--- src/rtl/cluster_sched.sv ---
// rtl/cluster_sched.sv - cluster job sequencer: filter steering, chunk run, output drain, buffer toggle
// Optional per-unit masking is enabled by defining CLUSTER_UNIT_MASK_EN.
module cluster_sched #(
  parameter int UNIT_NUM    = 8,
  parameter int BUS_SIZE    = 32,
  parameter int WR_BEATS    = 4,
  parameter int OUT_BUF_NUM = 2,
  parameter int OUT_W       = 32,
  localparam int UW  = $clog2(UNIT_NUM),
  localparam int BW  = (WR_BEATS > 1) ? $clog2(WR_BEATS) : 1,
  localparam int OBW = (OUT_BUF_NUM > 1) ? $clog2(OUT_BUF_NUM) : 1
) (
  input  logic                      clk_i,
  input  logic                      rst_i,
  input  logic                      start_i,
`ifdef CLUSTER_UNIT_MASK_EN
  input  logic [UNIT_NUM-1:0]       unit_mask_i,
`endif
  output logic                      busy_o,
  output logic                      done_o,
  input  logic                      flt_valid_i,
  output logic                      flt_ready_o,
  input  logic [BUS_SIZE-1:0]       flt_sparsemap_i,
  input  logic [BUS_SIZE*8-1:0]     flt_data_i,
  output logic [UNIT_NUM-1:0]       unit_flt_valid_o,
  output logic [BW-1:0]             unit_flt_count_o,
  output logic [BUS_SIZE-1:0]       unit_flt_sparsemap_o,
  output logic [BUS_SIZE*8-1:0]     unit_flt_data_o,
  output logic                      run_valid_o,
  output logic                      chunk_start_o,
  input  logic [UNIT_NUM-1:0]       unit_chunk_end_i,
  output logic [OBW-1:0]            acc_buf_sel_o,
  output logic [OBW-1:0]            unit_out_buf_sel_o,
  input  logic [UNIT_NUM*OUT_W-1:0] unit_out_dat_i,
  output logic                      out_valid_o,
  input  logic                      out_ready_i,
  output logic [OUT_W-1:0]          out_dat_o,
  output logic [UW-1:0]             out_unit_o
);

  typedef enum logic [2:0] {S_IDLE, S_LOAD, S_RUN, S_DRAIN, S_DONE} state_t;

  localparam logic [UNIT_NUM-1:0] UNIT0_HOT = UNIT_NUM'(1);

  state_t              state, state_nx;
  logic [UW-1:0]       u;
  logic [BW-1:0]       b;
  logic                load_last;
  logic                first_run;
  logic [UNIT_NUM-1:0] end_q;
  logic [UNIT_NUM-1:0] mask_q;
  logic [UNIT_NUM-1:0] mask_src;
  logic [OBW-1:0]      acc_sel;
  logic                nxt_found;
  logic [UW-1:0]       nxt_idx;
  logic [UW-1:0]       first_idx;
  logic                flt_acc;
  logic                beat_wrap;
  logic                out_hs;
  logic                all_ended;

`ifdef CLUSTER_UNIT_MASK_EN
  always_ff @(posedge clk_i or negedge rst_i) begin
    if (!rst_i) begin
      mask_q <= '0;
    end else if (state == S_IDLE && start_i) begin
      mask_q <= unit_mask_i;
    end
  end
  assign mask_src = (state == S_IDLE) ? unit_mask_i : mask_q;
`else
  assign mask_q   = '1;
  assign mask_src = '1;
`endif

  // Lowest active unit overall, and lowest active unit above the current index.
  always_comb begin
    nxt_found = 1'b0;
    nxt_idx   = u;
    first_idx = '0;
    for (int k = UNIT_NUM - 1; k >= 0; k--) begin
      if (mask_src[k]) first_idx = UW'(k);
      if (mask_src[k] && k > int'(u)) begin
        nxt_found = 1'b1;
        nxt_idx   = UW'(k);
      end
    end
  end

  assign flt_ready_o = (state == S_LOAD) && !load_last && (|mask_q);
  assign flt_acc     = flt_valid_i && flt_ready_o;
  assign beat_wrap   = (b == BW'(WR_BEATS - 1));
  assign out_hs      = (state == S_DRAIN) && out_ready_i;
  assign all_ended   = &(end_q | unit_chunk_end_i | ~mask_q);

  always_ff @(posedge clk_i or negedge rst_i) begin
    if (!rst_i) state <= S_IDLE;
    else        state <= state_nx;
  end

  always_comb begin
    state_nx = state;
    case (state)
      S_IDLE:  if (start_i) state_nx = S_LOAD;
      S_LOAD: begin
        if (~|mask_q)      state_nx = S_DONE;
        else if (load_last) state_nx = S_RUN;
      end
      S_RUN:   if (all_ended) state_nx = S_DRAIN;
      S_DRAIN: if (out_hs && !nxt_found) state_nx = S_DONE;
      S_DONE:  state_nx = S_IDLE;
      default: state_nx = S_IDLE;
    endcase
  end

  always_ff @(posedge clk_i or negedge rst_i) begin
    if (!rst_i) begin
      u                    <= '0;
      b                    <= '0;
      load_last            <= 1'b0;
      first_run            <= 1'b0;
      end_q                <= '0;
      acc_sel              <= '0;
      unit_flt_valid_o     <= '0;
      unit_flt_count_o     <= '0;
      unit_flt_sparsemap_o <= '0;
      unit_flt_data_o      <= '0;
    end else begin
      unit_flt_valid_o <= '0;
      case (state)
        S_IDLE: begin
          if (start_i) begin
            u         <= first_idx;
            b         <= '0;
            load_last <= 1'b0;
          end
        end
        S_LOAD: begin
          if (flt_acc) begin
            unit_flt_valid_o     <= UNIT0_HOT << u;
            unit_flt_count_o     <= b;
            unit_flt_sparsemap_o <= flt_sparsemap_i;
            unit_flt_data_o      <= flt_data_i;
            if (beat_wrap) begin
              b <= '0;
              // The index stays on the last unit so it never leaves range.
              if (nxt_found) u <= nxt_idx;
              else           load_last <= 1'b1;
            end else begin
              b <= b + 1'b1;
            end
          end
          if (load_last) begin
            end_q     <= '0;
            first_run <= 1'b1;
          end
        end
        S_RUN: begin
          first_run <= 1'b0;
          end_q     <= end_q | unit_chunk_end_i;
          if (all_ended) u <= first_idx;
        end
        S_DRAIN: begin
          if (out_hs && nxt_found) u <= nxt_idx;
        end
        S_DONE: begin
          acc_sel <= (OUT_BUF_NUM > 1) ? acc_sel + 1'b1 : '0;
        end
        default: ;
      endcase
    end
  end

  assign busy_o             = (state != S_IDLE);
  assign done_o             = (state == S_DONE);
  assign run_valid_o        = (state == S_RUN);
  assign chunk_start_o      = (state == S_RUN) && first_run;
  assign out_valid_o        = (state == S_DRAIN);
  assign out_dat_o          = (state == S_DRAIN) ? unit_out_dat_i[int'(u)*OUT_W +: OUT_W] : '0;
  assign out_unit_o         = (state == S_DRAIN) ? u : '0;
  assign acc_buf_sel_o      = acc_sel;
  assign unit_out_buf_sel_o = acc_sel;

endmodule

--- config.mk ---
export PLATFORM = sky130hd
export DESIGN_NAME = cluster_sched
export DESIGN_NICKNAME = d
export VERILOG_FILES = /design/src/rtl/cluster_sched.sv
export SDC_FILE = /design/constraint.sdc
export NUM_CORES = 1
export LEC_CHECK = 0
export CORE_AREA = 2 2 352 354
export DETAILED_ROUTE_END_ITERATION = 16
export DIE_AREA = 0 0 354 356
export GPL_ROUTABILITY_DRIVEN = 0
export HOLD_SLACK_MARGIN = 0.06
export SYNTH_ARGS = -nofsm -noshare
export SYNTH_HDL_FRONTEND = slang
export SYNTH_SLANG_ARGS = --single-unit
--- constraint.sdc ---
create_clock -name clk_i -period 3.1 [get_ports clk_i]
set_input_delay 0.31 -clock clk_i [delete_from_list [all_inputs] [get_ports clk_i]]
set_output_delay 0.31 -clock clk_i [all_outputs]
set_load 0.05 [all_outputs]
==> results.cfg <==
[outcome]
status = complete, no violations

[global_route]
grt_max_degree = 69
grt_usage_pct = 11.9
grt_overflow = 0
grt_pass1_vias = 12800
grt_first_pass_wirelength_um = 104000
antenna_found_initial = 37

[clocking]
numClockSinks = 317
cts_buffers = 42
h-tree-depth = 2
tritoncts = done
clkTransAtPathRegs_ps = 60
clk_path_buf_depth = 3
clockRootBuffer = clkbuf_16
worstSkewPairLatency_ps = 620

[sta]
min_period_ps = 2970
max_freq_mhz = 336
final_max_slew_viol_count = 0
relSlewSlack_pct = 31.8
setup_violations = 0
hold_viol_final = 0
setup_tns_ps = 0
worst_pin_slew_ps = 1020
skew_ps = 35.1
rsz0062_at_grt = no
min_period_over_period_pct = 95.9

[floorplanning]
die_w_um = 354
core_area_mm2 = 0.123
dieHeight_um = 356
initial_core_util_pct = 11.5
rows = 129
die_area_mm2 = 0.126
pin_count = 898

[setup_path]
worst_path_dominant_cell_family = multiplexers
required_ps = 2790
cp_cell_sequence = buf_12 -> mux4_2 -> mux2i_1 -> nor2_1 -> buf_12
cpMostUsedCell = buf_12
slowest_delay_ps = 530
crit_type = flop to primary output
path_max_fanout = 25
crit_buf_inv = 2
worstSetupEndpointType = primary output
critPathArrivalTime_ps = 2660
crit_slowest_cell = mux4_2
cp-start-kind = flop

[finish]
fill_cells = 13100
regArea_mm2 = 0.00794
layout-drive-gt1-share_pct = 12.5
final_nets = 2365
multi_input_area_mm2 = 0.00568
area_growth_pct = 89.8

[routing]
drt_wl_total_um = 78800
wl_per_cell_um = 22.6
drtPass1Iterations = 4
ant_nets = 0
vias = 11900
drt_iter0_markers = 658
route.detailed.drc = 0
routed_via_density = 3.42

[place]
dp_hpwl_um = 65300
port_buffers = 897

[power_and_ir_drop]
p_total_w = 0.0323
p_per_area_mw_per_mm2 = 1210
leakage_nw = 10.4
ir_drop_v = 0.000743

[logic_synthesis]
ys_top_cells_by_count = 317 x dfrtp_1, 278 x mux2_1, 64 x mux4_2
synth_top_area_share_pct = 56.4
synth-seq-cells = 317
netlist-cell-type-count = 40
synth_edf_count = 0
netlist_area_mm2 = 0.0141
synth_nets = 1444
ys_warn_count = 0
async_flop_share_pct = 100
syn_area_per_cell_um2 = 15.9
ys_top_cells_by_area = dfrtp_1 56%, mux2_1 22%, mux4_2 10%, mux2i_1 2.3%, buf_6 1.9%
yosysMostFrequentCell = dfrtp_1
synth_top_area_cell = dfrtp_1
seq_area_frac_synth_pct = 56.4
synth_cells = 886
ys.flop_type = dfrtp_1

[run]
cap_viol_max_count = 0

[worst_hold_path]
hold_path.class = input pin to flop
final cells by class:
cell class / instances / share of cell area [%]
Timing Repair Buffer: 939 / 35.9
Sequential cell: 317 / 29.8
Multi-Input combinational cell: 501 / 21.3
Tap cell: 1637 / 7.68
Clock buffer: 57 / 4.49
Clock inverter: 16 / 0.779
Inverter: 6 / 0.0844
Antenna cell: 5 / 0.0469
layout by cell type (no fill, tap or decap), drive strengths merged, types with 2 or more instances in the layout:
cell           Yosys  routed
inv                6       9
nor2b              2       2
nand3b             4       4
mux4              64      64
clkinv             0       9
diode              0       5
o22ai              4       4
nand2b             2       2
nor3               4       4
a211oi             2       2
clkinvlp           0       2
mux2i             32      32
nand2              8       8
a21oi              9       9
nor4               4       4
o41ai              3       3
nor2              50      50
and3               3       3
a21o               2       2
nor3b              3       3
mux2             290     290
clkdlybuf4s50      0     863
bufinv             0       2
o21ai              5       5
clkbuf            14      57
dfrtp            317     317
buf               48      75
flip-flops by register name, indices dropped and copies added, names as in the netlist, 2 cells and up:
name	flops
unit_flt_sparsemap_o	32
unit_flt_count_o	2
b	2
end_q	8
state	3
u	3
unit_flt_valid_o	8
unit_flt_data_o	256
cells by family after synthesis:
| group | share of synthesized area [%] |
|---|---|
| fa+ha+maj | 0.0890 |
| flops | 56.4 |
| mux | 35.8 |
| simple gates | 2.79 |
| xor+xnor | 0.0623 |
| compound gates | 1.44 |
| buf+inv | 3.44 |
power by group:
| group | internal [W] | leakage [nW] | switching [W] |
|---|---|---|---|
| Combinational | 0.00729 | 5.92 | 0.0127 |
| Sequential | 0.00623 | 3.75 | 0.00116 |
| Clock | 0.00290 | 0.687 | 0.00209 |
| Total | 0.0164 | 10.4 | 0.0159 |
worst paths after layout:
kind,start,endpoint,slack (ps),cells past startpoint
max in group asynchronous,rst_i,u[0]$_DFFE_PN0P_,1860,3
worst min-delay path,flt_data_i[157],unit_flt_data_o[157]$_DFFE_PN0P_,280,2
min in group asynchronous,rst_i,unit_flt_sparsemap_o[30]$_DFFE_PN0P_,340,2
worst max register to register,state[2]$_DFFE_PN0P_,unit_flt_data_o[191]$_DFFE_PN0P_,580,6
worst max-delay path,u[0]$_DFFE_PN0P_,out_dat_o[28],130,5
worst min register to register,unit_flt_data_o[159]$_DFFE_PN0P_,unit_flt_data_o[159]$_DFFE_PN0P_,480,1
worst reg2reg max path: cells and delay by family (launching register included):
family	cells	cell delay, ps
multiplexers	1	380
flip-flops	1	510
AND/OR/NAND/NOR	3	750
buffers and inverters	2	720
per-stage QoR:
step	std cells	cell area (um2)	hold slack [ps]	worst slack [ps]	utilization [%]
global placement	3395	25200	393	310	20.5
finish	3478	26700	282	126	21.7
global route	3475	26700	241	41.1	21.7
CTS	3473	26700	211	41.4	21.7
floorplan	886	14100	14.4	807	-
detailed placement	3395	25200	397	311	20.5
per-layer routing:
layer | share of wire (%) | vias to the layer above | wire [um] | GRT usage, %
met5 | 0.40 | - | 315 | 0
met4 | 3.7 | 48 | 2890 | 4.27
met3 | 12 | 133 | 9120 | 6.15
met2 | 49 | 593 | 38600 | 20.4
met1 | 35 | 6015 | 27800 | 12.5
li1 | - | 5105 | - | -
what timing repair did:
action / in CTS / in global routing
setup buffers: 4 / 0
endpoints found under the hold margin: 57 / 0
hold buffers: 1 / 0
setup endpoints to repair: 14 / 0
resized for setup: 8 / 0
(Power assumes the default switching activity.)
